File: src/rtl/aurora_status_pkg.sv
// Shared definitions for the Aurora link status monitor: link state encoding,
// default 33 MHz timing constants and the drop counter width.
package aurora_status_pkg;

  localparam int unsigned LINK_STATE_W = 2;
  localparam int unsigned DROP_CNT_W   = 8;

  // ~31.8 ms of stable channel_up and ~2 ms of holdoff at 33 MHz
  localparam int unsigned QUAL_CYCLES_33M    = 1048576;
  localparam int unsigned HOLDOFF_CYCLES_33M = 65536;

  typedef enum logic [LINK_STATE_W-1:0] {
    LS_DOWN    = 2'b00,
    LS_QUAL    = 2'b01,
    LS_UP      = 2'b10,
    LS_HOLDOFF = 2'b11
  } link_state_t;

endpackage : aurora_status_pkg

File: src/rtl/aurora_link_status_monitor_activity_stretcher.sv
// Retriggerable pulse stretcher: turns a single-cycle strobe into an activity
// level of at least STRETCH_CYCLES cycles while enabled; clears when disabled.
module activity_stretcher #(
  parameter int unsigned STRETCH_CYCLES = 8
) (
  input  logic clk,
  input  logic rst,
  input  logic enable,
  input  logic strobe,
  output logic act
);

  localparam int unsigned SW = $clog2(STRETCH_CYCLES + 1);

  logic [SW-1:0] cnt;
  logic [SW-1:0] cnt_nxt;

  // Reload on an accepted strobe, otherwise count down to zero
  always_comb begin
    cnt_nxt = cnt;
    if (!enable) begin
      cnt_nxt = '0;
    end else if (strobe) begin
      cnt_nxt = SW'(STRETCH_CYCLES);
    end else if (cnt != '0) begin
      cnt_nxt = cnt - SW'(1);
    end
  end

  // Counter and registered activity level move on the same edge
  always_ff @(posedge clk or posedge rst) begin
    if (rst) begin
      cnt <= '0;
      act <= 1'b0;
    end else begin
      cnt <= cnt_nxt;
      act <= (cnt_nxt != '0);
    end
  end

endmodule : activity_stretcher

File: src/rtl/aurora_link_status_monitor.sv
// Aurora link status monitor: qualifies asynchronous channel_up into a stable
// rdy level and stretches FIFO write/read strobes into LED activity levels.
// Optional feature macro: LINK_MON_DROP_CNT_EN builds the saturating drop_cnt
// register; without it drop_cnt is tied to zero.
module aurora_link_status_monitor
  import aurora_status_pkg::*;
#(
  parameter int unsigned QUAL_CYCLES    = QUAL_CYCLES_33M,
  parameter int unsigned HOLDOFF_CYCLES = HOLDOFF_CYCLES_33M,
  parameter int unsigned STRETCH_CYCLES = 8,
  parameter int unsigned CNT_W          = 21
) (
  input  logic                    clk,
  input  logic                    rst,
  input  logic                    channel_up,
  input  logic                    wr_strobe,
  input  logic                    rd_strobe,
  output logic                    rdy,
  output logic                    wr_act,
  output logic                    rd_act,
  output logic [LINK_STATE_W-1:0] link_state,
  output logic [DROP_CNT_W-1:0]   drop_cnt
);

  localparam logic [CNT_W-1:0] QUAL_LAST    = CNT_W'(QUAL_CYCLES - 1);
  localparam logic [CNT_W-1:0] HOLDOFF_LAST = CNT_W'(HOLDOFF_CYCLES - 1);

  logic        chup_meta;
  logic        chup_s;

  link_state_t state;
  link_state_t state_nxt;
  logic [CNT_W-1:0] cnt;
  logic [CNT_W-1:0] cnt_nxt;

  logic rdy_nxt;
  logic act_en_c;

  // Two-flop synchroniser for channel_up from the Aurora user-clock domain
  always_ff @(posedge clk or posedge rst) begin
    if (rst) begin
      chup_meta <= 1'b0;
      chup_s    <= 1'b0;
    end else begin
      chup_meta <= channel_up;
      chup_s    <= chup_meta;
    end
  end

  // State register with the shared qualification/holdoff counter and rdy
  always_ff @(posedge clk or posedge rst) begin
    if (rst) begin
      state <= LS_DOWN;
      cnt   <= '0;
      rdy   <= 1'b0;
    end else begin
      state <= state_nxt;
      cnt   <= cnt_nxt;
      rdy   <= rdy_nxt;
    end
  end

  // Next-state logic: DOWN -> QUAL -> UP -> HOLDOFF -> DOWN
  always_comb begin
    state_nxt = state;
    cnt_nxt   = cnt;
    unique case (state)
      LS_DOWN: begin
        if (chup_s) begin
          state_nxt = LS_QUAL;
          cnt_nxt   = '0;
        end
      end
      LS_QUAL: begin
        if (!chup_s) begin
          state_nxt = LS_DOWN;
        end else if (cnt == QUAL_LAST) begin
          state_nxt = LS_UP;
        end else begin
          cnt_nxt = cnt + CNT_W'(1);
        end
      end
      LS_UP: begin
        if (!chup_s) begin
          state_nxt = LS_HOLDOFF;
          cnt_nxt   = '0;
        end
      end
      LS_HOLDOFF: begin
        // Link flaps during holdoff are deliberately ignored
        if (cnt == HOLDOFF_LAST) begin
          state_nxt = LS_DOWN;
        end else begin
          cnt_nxt = cnt + CNT_W'(1);
        end
      end
      default: begin
        state_nxt = LS_DOWN;
        cnt_nxt   = '0;
      end
    endcase
  end

  // Output decode: rdy tracks the UP state; strobes only count while UP holds
  always_comb begin
    rdy_nxt  = (state_nxt == LS_UP);
    act_en_c = (state == LS_UP) && (state_nxt == LS_UP);
  end

  assign link_state = state;

  activity_stretcher #(
    .STRETCH_CYCLES(STRETCH_CYCLES)
  ) u_wr_stretch (
    .clk   (clk),
    .rst   (rst),
    .enable(act_en_c),
    .strobe(wr_strobe),
    .act   (wr_act)
  );

  activity_stretcher #(
    .STRETCH_CYCLES(STRETCH_CYCLES)
  ) u_rd_stretch (
    .clk   (clk),
    .rst   (rst),
    .enable(act_en_c),
    .strobe(rd_strobe),
    .act   (rd_act)
  );

`ifdef LINK_MON_DROP_CNT_EN
  logic                  drop_evt_c;
  logic [DROP_CNT_W-1:0] drop_q;

  assign drop_evt_c = (state == LS_UP) && (state_nxt == LS_HOLDOFF);

  // Saturating count of link drops out of UP
  always_ff @(posedge clk or posedge rst) begin
    if (rst) begin
      drop_q <= '0;
    end else if (drop_evt_c && (drop_q != '1)) begin
      drop_q <= drop_q + DROP_CNT_W'(1);
    end
  end

  assign drop_cnt = drop_q;
`else
  assign drop_cnt = '0;
`endif

endmodule : aurora_link_status_monitor

File: config.mk
export PLATFORM = sky130hd
export DESIGN_NAME = aurora_link_status_monitor
export DESIGN_NICKNAME = d
export VERILOG_FILES = /design/src/rtl/aurora_status_pkg.sv /design/src/rtl/aurora_link_status_monitor_activity_stretcher.sv /design/src/rtl/aurora_link_status_monitor.sv
export SDC_FILE = /design/constraint.sdc
export NUM_CORES = 1
export LEC_CHECK = 0
export ABC_AREA = 1
export BUFFER_PORTS_ARGS = -buffer_cell sky130_fd_sc_hd__buf_2
export CAP_MARGIN = 5
export CELL_PAD_IN_SITES_DETAIL_PLACEMENT = 1
export CELL_PAD_IN_SITES_GLOBAL_PLACEMENT = 1
export CORE_MARGIN = 8
export CORE_UTILIZATION = 48
export CTS_BUF_LIST = sky130_fd_sc_hd__clkbuf_2 sky130_fd_sc_hd__clkbuf_4 sky130_fd_sc_hd__clkbuf_8
export CTS_CLUSTER_SIZE = 12
export DETAILED_ROUTE_END_ITERATION = 10
export PLACE_DENSITY = 0.83
export SYNTH_ARGS = -nofsm -noshare
export SYNTH_HDL_FRONTEND = slang
export SYNTH_SLANG_ARGS = --single-unit
File: constraint.sdc
create_clock -name clk -period 3.28 [get_ports clk]
set_input_delay 0.656 -clock clk [delete_from_list [all_inputs] [get_ports clk]]
set_output_delay 0.656 -clock clk [all_outputs]
set_load 0.01 [all_outputs]
After elaboration in Yosys (flattened, before gate mapping)
Index checks and enable logic that the tools add are counted.
- logic and storage cells: 48
- output and inout bits: 13
- flip-flop bits (word level): 36
- reduce and logical (&&, ||, !) cells: 7
- equal/unequal tests: 11
- multiplexer cells: 18
- $add $sub $neg: 3
- operator list (cell ; number):
    21-bit two-way mux ; 5
    21-bit case mux with 4 select lines ; 1
    4-bit two-way mux ; 6
    21-bit by 1-bit adder with 21-bit output (second input constant) ; 1
    21-bit by 16-bit == test with 1-bit output (second input constant) ; 1
    21-bit by 20-bit == test with 1-bit output (second input constant) ; 1
    4-bit nonzero test ; 4
    2-bit two-way mux ; 5
    2-bit != test (second input constant) ; 5
    2-bit case mux with 4 select lines ; 1
    4-bit by 1-bit subtractor with 4-bit output (second input constant) ; 2
    2-bit == test (second input constant) ; 3
    5-bit AND reduction ; 1
    2-bit by 1-bit == test with 1-bit output (second input constant) ; 1
    2-bit zero test ; 1
    1-bit logical AND ; 1

Logic depth before layout (Yosys ltp)
- word-level depth: 8
- mapped depth: 11
- depth with buffers taken out: 10

By module
From an unflattened synthesis, not the netlist that was laid out.
- cells, all modules: 317
- area, all modules: 2253.4 µm²
- modules (own cells, without submodules) (module ; area an instance (µm²) ; instances ; cells an instance):
    aurora_link_status_monitor ; 1715.4 ; 1 ; 243
    activity_stretcher ; 269.0 ; 2 ; 37

Least setup slack after synthesis
No wires, ideal clock.
- kind: register to register
- start: reg cnt[0]
- end: reg cnt[13]
- arrival time: 1.599 ns
- slack: 1.565 ns
- data required time: 3.164 ns
- cell stages (with the launch flop): 12
- clock period less this slack: 1.715 ns
- cell sequence: dfrtp_1 -> ha_1 -> inv_2 -> nor2_4 -> nand2_4 -> nor2_8 -> nand3_1 -> nand3_2 -> inv_2 -> buf_6 -> nand2_1 -> nand2_1
- longest elaborated chain between the ends: 4
- elaborated cells on any way between the ends: 10
- classes of those cells: 1 x add/sub; 4 x eq/ne; 4 x mux; 1 x reduce/logical
- RTL lines (element ; line ; RTL):
    start: declaration ; aurora_link_status_monitor.sv:33 ; logic [CNT_W-1:0] cnt;
    start signal: assignment ; aurora_link_status_monitor.sv:58 ; cnt <= cnt_nxt;
    21-bit by 1-bit adder with 21-bit output ; aurora_link_status_monitor.sv:80, aurora_link_status_monitor.sv:94 ;
    21-bit two-way mux ; aurora_link_status_monitor.sv:77 ; end else if (cnt == QUAL_LAST) begin
    21-bit two-way mux ; aurora_link_status_monitor.sv:75 ; if (!chup_s) begin
    21-bit case mux with 4 select lines ; aurora_link_status_monitor.sv:67 ; unique case (state)
Parallel ways exist; a longest one is shown, timed or not. The select of a mux whose other input is x is not followed.
A chain may end at the register's enable or synchronous reset.

Final worst setup path
- start: reg state[0] (netlist: link_state[0])
- end: reg cnt[16]
- longest elaborated chain between the ends: 3
- elaborated cells on any way between the ends: 11
- classes of those cells: 8 x eq/ne; 1 x mux; 2 x reduce/logical
- RTL lines (element ; line ; RTL):
    start: declaration ; aurora_link_status_monitor.sv:31 ; link_state_t state;
    start signal: assignment ; aurora_link_status_monitor.sv:57 ; state <= state_nxt;
    2-bit == test (tied with other cells) ; aurora_link_status_monitor.sv:67 ;
    2-bit != test (no source line) ; -- ;
    5-bit AND reduction (no source line) ; -- ;
Parallel ways exist; a longest one is shown, timed or not.

==> run_results.csv <==
group,metric,value,unit
outcome,outcome,"finished, final reports clean",
flow_run,cap_violations,0,
routing,post_drt_via_cell_ratio,4.927,
finish,design_area,0.002320,mm²
finish,diodes,0,
global_routing,grt_util_all_layers,0.1516,
synthesis,synth_area_leader_cell,"dfrtp_1",
pwr,switchingPower,195.1,µW
routing,drc,0,
critical_path,critPathRequiredTime,3.51,ns
critical_path,worst-path-buf-inv,2,
routing,ant_nets,0,
pwr,power_density,363.7,mW/mm²
place,detailed_place_hpwl,3815,µm
critical_path,crit_path_cell_trace,"inv_1 -> nand2_1 -> nor2_1 -> a21oi_1 -> nand3_2 -> inv_2 -> nand2_1 -> nand2_1",
cts,cts_hold_buf,0,
cts,clock_latency,0.28,ns
synthesis,synthTopCellsByArea,"dfrtp_1, nand2_1, nor2_1",
global_routing,grt_pass1_wl,8880,µm
cts,post_cts_buffers,0,
critical_path,cp_top_family,"simple AND/OR/NAND/NOR gates",
synthesis,avgSynthCellArea,7.102,µm²
synthesis,synth-seq-cells,36,
critical_path,cp-start-kind,"flop",
pwr,swShare,0.2313,
floorplanning,die_x,83.29,µm
routing,first_pass_iters,4,
cts,cts_buffer_depth,2,
cts,cts_tree,"done",
min_path,hold_path.class,"reg2reg",
floorplanning,start_util,0.4991,
pwr,combPwrFrac,0.055,
sta,setup_viol,0,
synthesis,yosys_warnings,0,
sta,report.final.slew_viol_count,0,
sta,rsz0062_at_grt,"false",
routing,wl_per_cell,13.58,µm
synthesis,synthTopCellsByCount,"nand2_1, nor2_1, dfrtp_1",
synthesis,synth_edf_count,0,
global_routing,grt_max_degree,22,
cts,clock-sinks,36,
sta,hold_viol,0,
synthesis,yosysTopAreaCellShare,0.4145,
routing,drt_iter0_drc,67,
cts,cts_buffers,5,
global_routing,antenna_found_initial,0,
synthesis,yosysUniqueCellTypes,26,
critical_path,end_kind,"flop",
cts,htree_levels,2,
critical_path,regToRegSetupSlack,0.98,ns
place,post-place-cells,362,
cts,ctsResizeCount,0,
routing,vias,1818,
pwr,vdd_drop_max,0.0001958,V
sta,fmax,435.7,MHz
critical_path,path_common_cell,"nand2_1",
finish,drive_above_1_share,0.08202,
floorplanning,design.core.area,0.004354,mm²
synthesis,syn-cell-area,0.002173,mm²
synthesis,synth_ff_type,"dfrtp_1",
sta,period_needed,2.295,ns
finish,area_growth,6.736,%
finish,fillers,594,
critical_path,critPathMaxFanout,21,
critical_path,slowest_stage,"dfrtp_1",
pwr,p_clk_frac,0.401,
floorplanning,die_h,83.29,µm
sta,slew_headroom,0.5400,
cts,clk_pin_slew,0.07,ns
place,io_buffers,9,
global_routing,grt_pass1_vias,1888,
finish,fin_nets,325,
critical_path,cp_slowest_stage_delay,0.59,ns
floorplanning,io_pins,18,
sta,fin_setup_tns,0,ns
place,place_congestion,0.8962,
sta,fin_crit_sh,0.6997,
pwr,p_leak,0.001160,µW
critical_path,cp_data_arrival_time,2.52,ns
critical_path,path_class,"reg2reg",
synthesis,ys_seq_area_frac,0.4145,
pwr,seq_power_share,0.544,
sta,hold_slack,0.3628,ns
routing,routed_wirelength,5010,µm
synthesis,async_flop_share,1.000,
sta,fin_worst_skew,0.002411,ns
place,dpl_cell_area,0.002223,mm²
sta,max_slew.worst_pin.slew,0.6892,ns
finish,instances_no_fill,369,
floorplanning,dieArea,0.006937,mm²
synthesis,synth.most_common_cell,"nand2_1",
pwr,p_int,648.5,µW
floorplanning,rows,24,
global_routing,grt-ovfl-total,0,
cts,cts-root-buf,"clkbuf_8",
synthesis,synth_cells,306,
[routing by layer]
layer  track usage  wire (µm)  share of wire
met5             0          0              0
met4       0.04792         60          0.012
met3       0.03906        190          0.038
met2        0.2447       2352           0.47
met1        0.1919       2407           0.48
[worst reg2reg max path, cell delays in order, from the launching register on]
cell and delay [ns]:
dfrtp_1 0.59, inv_1 0.33, nand2_1 0.17, nor2_1 0.10, a21oi_1 0.16, nand3_2 0.36, inv_2 0.35, nand2_1 0.10
nand2_1 0.06
[stage by stage]
stage | utilization | setup WS (ns) | power (µW)
finish | 0.5328 | 0.9849 | 843.6
global route | 0.5328 | 0.7393 | 881.6
CTS | 0.5328 | 0.9733 | 854.8
detailed placement | 0.5106 | 0.9635 | 514.5
global placement | 0.5106 | 1.096 | 512.2
floorplan | - | 1.565 | 508.8
[sequential cells by signal, indices dropped and copies added (netlist names)]
register and cells:
u_wr_stretch.act 1, u_rd_stretch.act 1, chup_s 1, rdy 1
u_wr_stretch.cnt 4, cnt 21, link_state 2, u_rd_stretch.cnt 4
chup_meta 1
[placed cells by master, fill, tap and decap left out, types with 2 or more instances in the layout]
master and n:
clkbuf_8 7, a21oi_1 6, o21ai_0 2, nand4_1 3, xor2_1 8, buf_2 9
xnor2_1 7, nand3_1 17, nor3_1 2, conb_1 8, nand2_1 110, o31ai_1 2
inv_1 31, nor2_2 2, dfrtp_1 36, o21ai_1 8, inv_2 2, nor2_1 46
ha_1 3, buf_4 2
[kinds of logic (layout without fill, tap and decap cells)]
kind of cell	count (synthesis)	count (layout)	synth area share
buf+inv	47	51	0.1036
flops	36	36	0.4145
xor+xnor	15	15	0.06045
other cells	1	8	0.001725
fa+ha+maj	3	3	0.01727
simple gates	185	185	0.3552
compound gates	19	19	0.04721
[worst paths after layout]
| check | start | end | depth (start not counted) |
|---|---|---|---|
| setup reg to reg | link_state[0] | cnt[16] | 8 |
| min in group asynchronous | rst | u_rd_stretch.cnt[3] | 2 |
| max in group asynchronous | rst | cnt[5] | 3 |
| hold / removal | chup_meta | chup_s | 0 |
| hold reg to reg | chup_meta | chup_s | 0 |
| setup / recovery | link_state[0] | cnt[16] | 8 |
[layout make-up]
| type | count | area (µm²) | area share |
|---|---|---|---|
| sequential | 36 | 900.9 | 0.3884 |
| timing repair buffer | 11 | 60.06 | 0.02589 |
| tap | 52 | 65.06 | 0.02805 |
| inverter | 33 | 123.9 | 0.05340 |
| multi-input combinational | 230 | 1074 | 0.4628 |
| clock buffer | 7 | 96.34 | 0.04153 |
[power groups by stage]
stage / combinational [µW] / clock (µW) / sequential [µW]
2_1_floorplan: 45.0 / 0 / 464
3_3_place_gp: 45.4 / 0 / 467
3_5_place_dp: 47.4 / 0 / 467
4_1_cts: 47.5 / 349 / 459
5_1_grt: 54.6 / 368 / 459
6_report: 46.4 / 339 / 459
No activity file was read; power rests on OpenSTA's default activity.
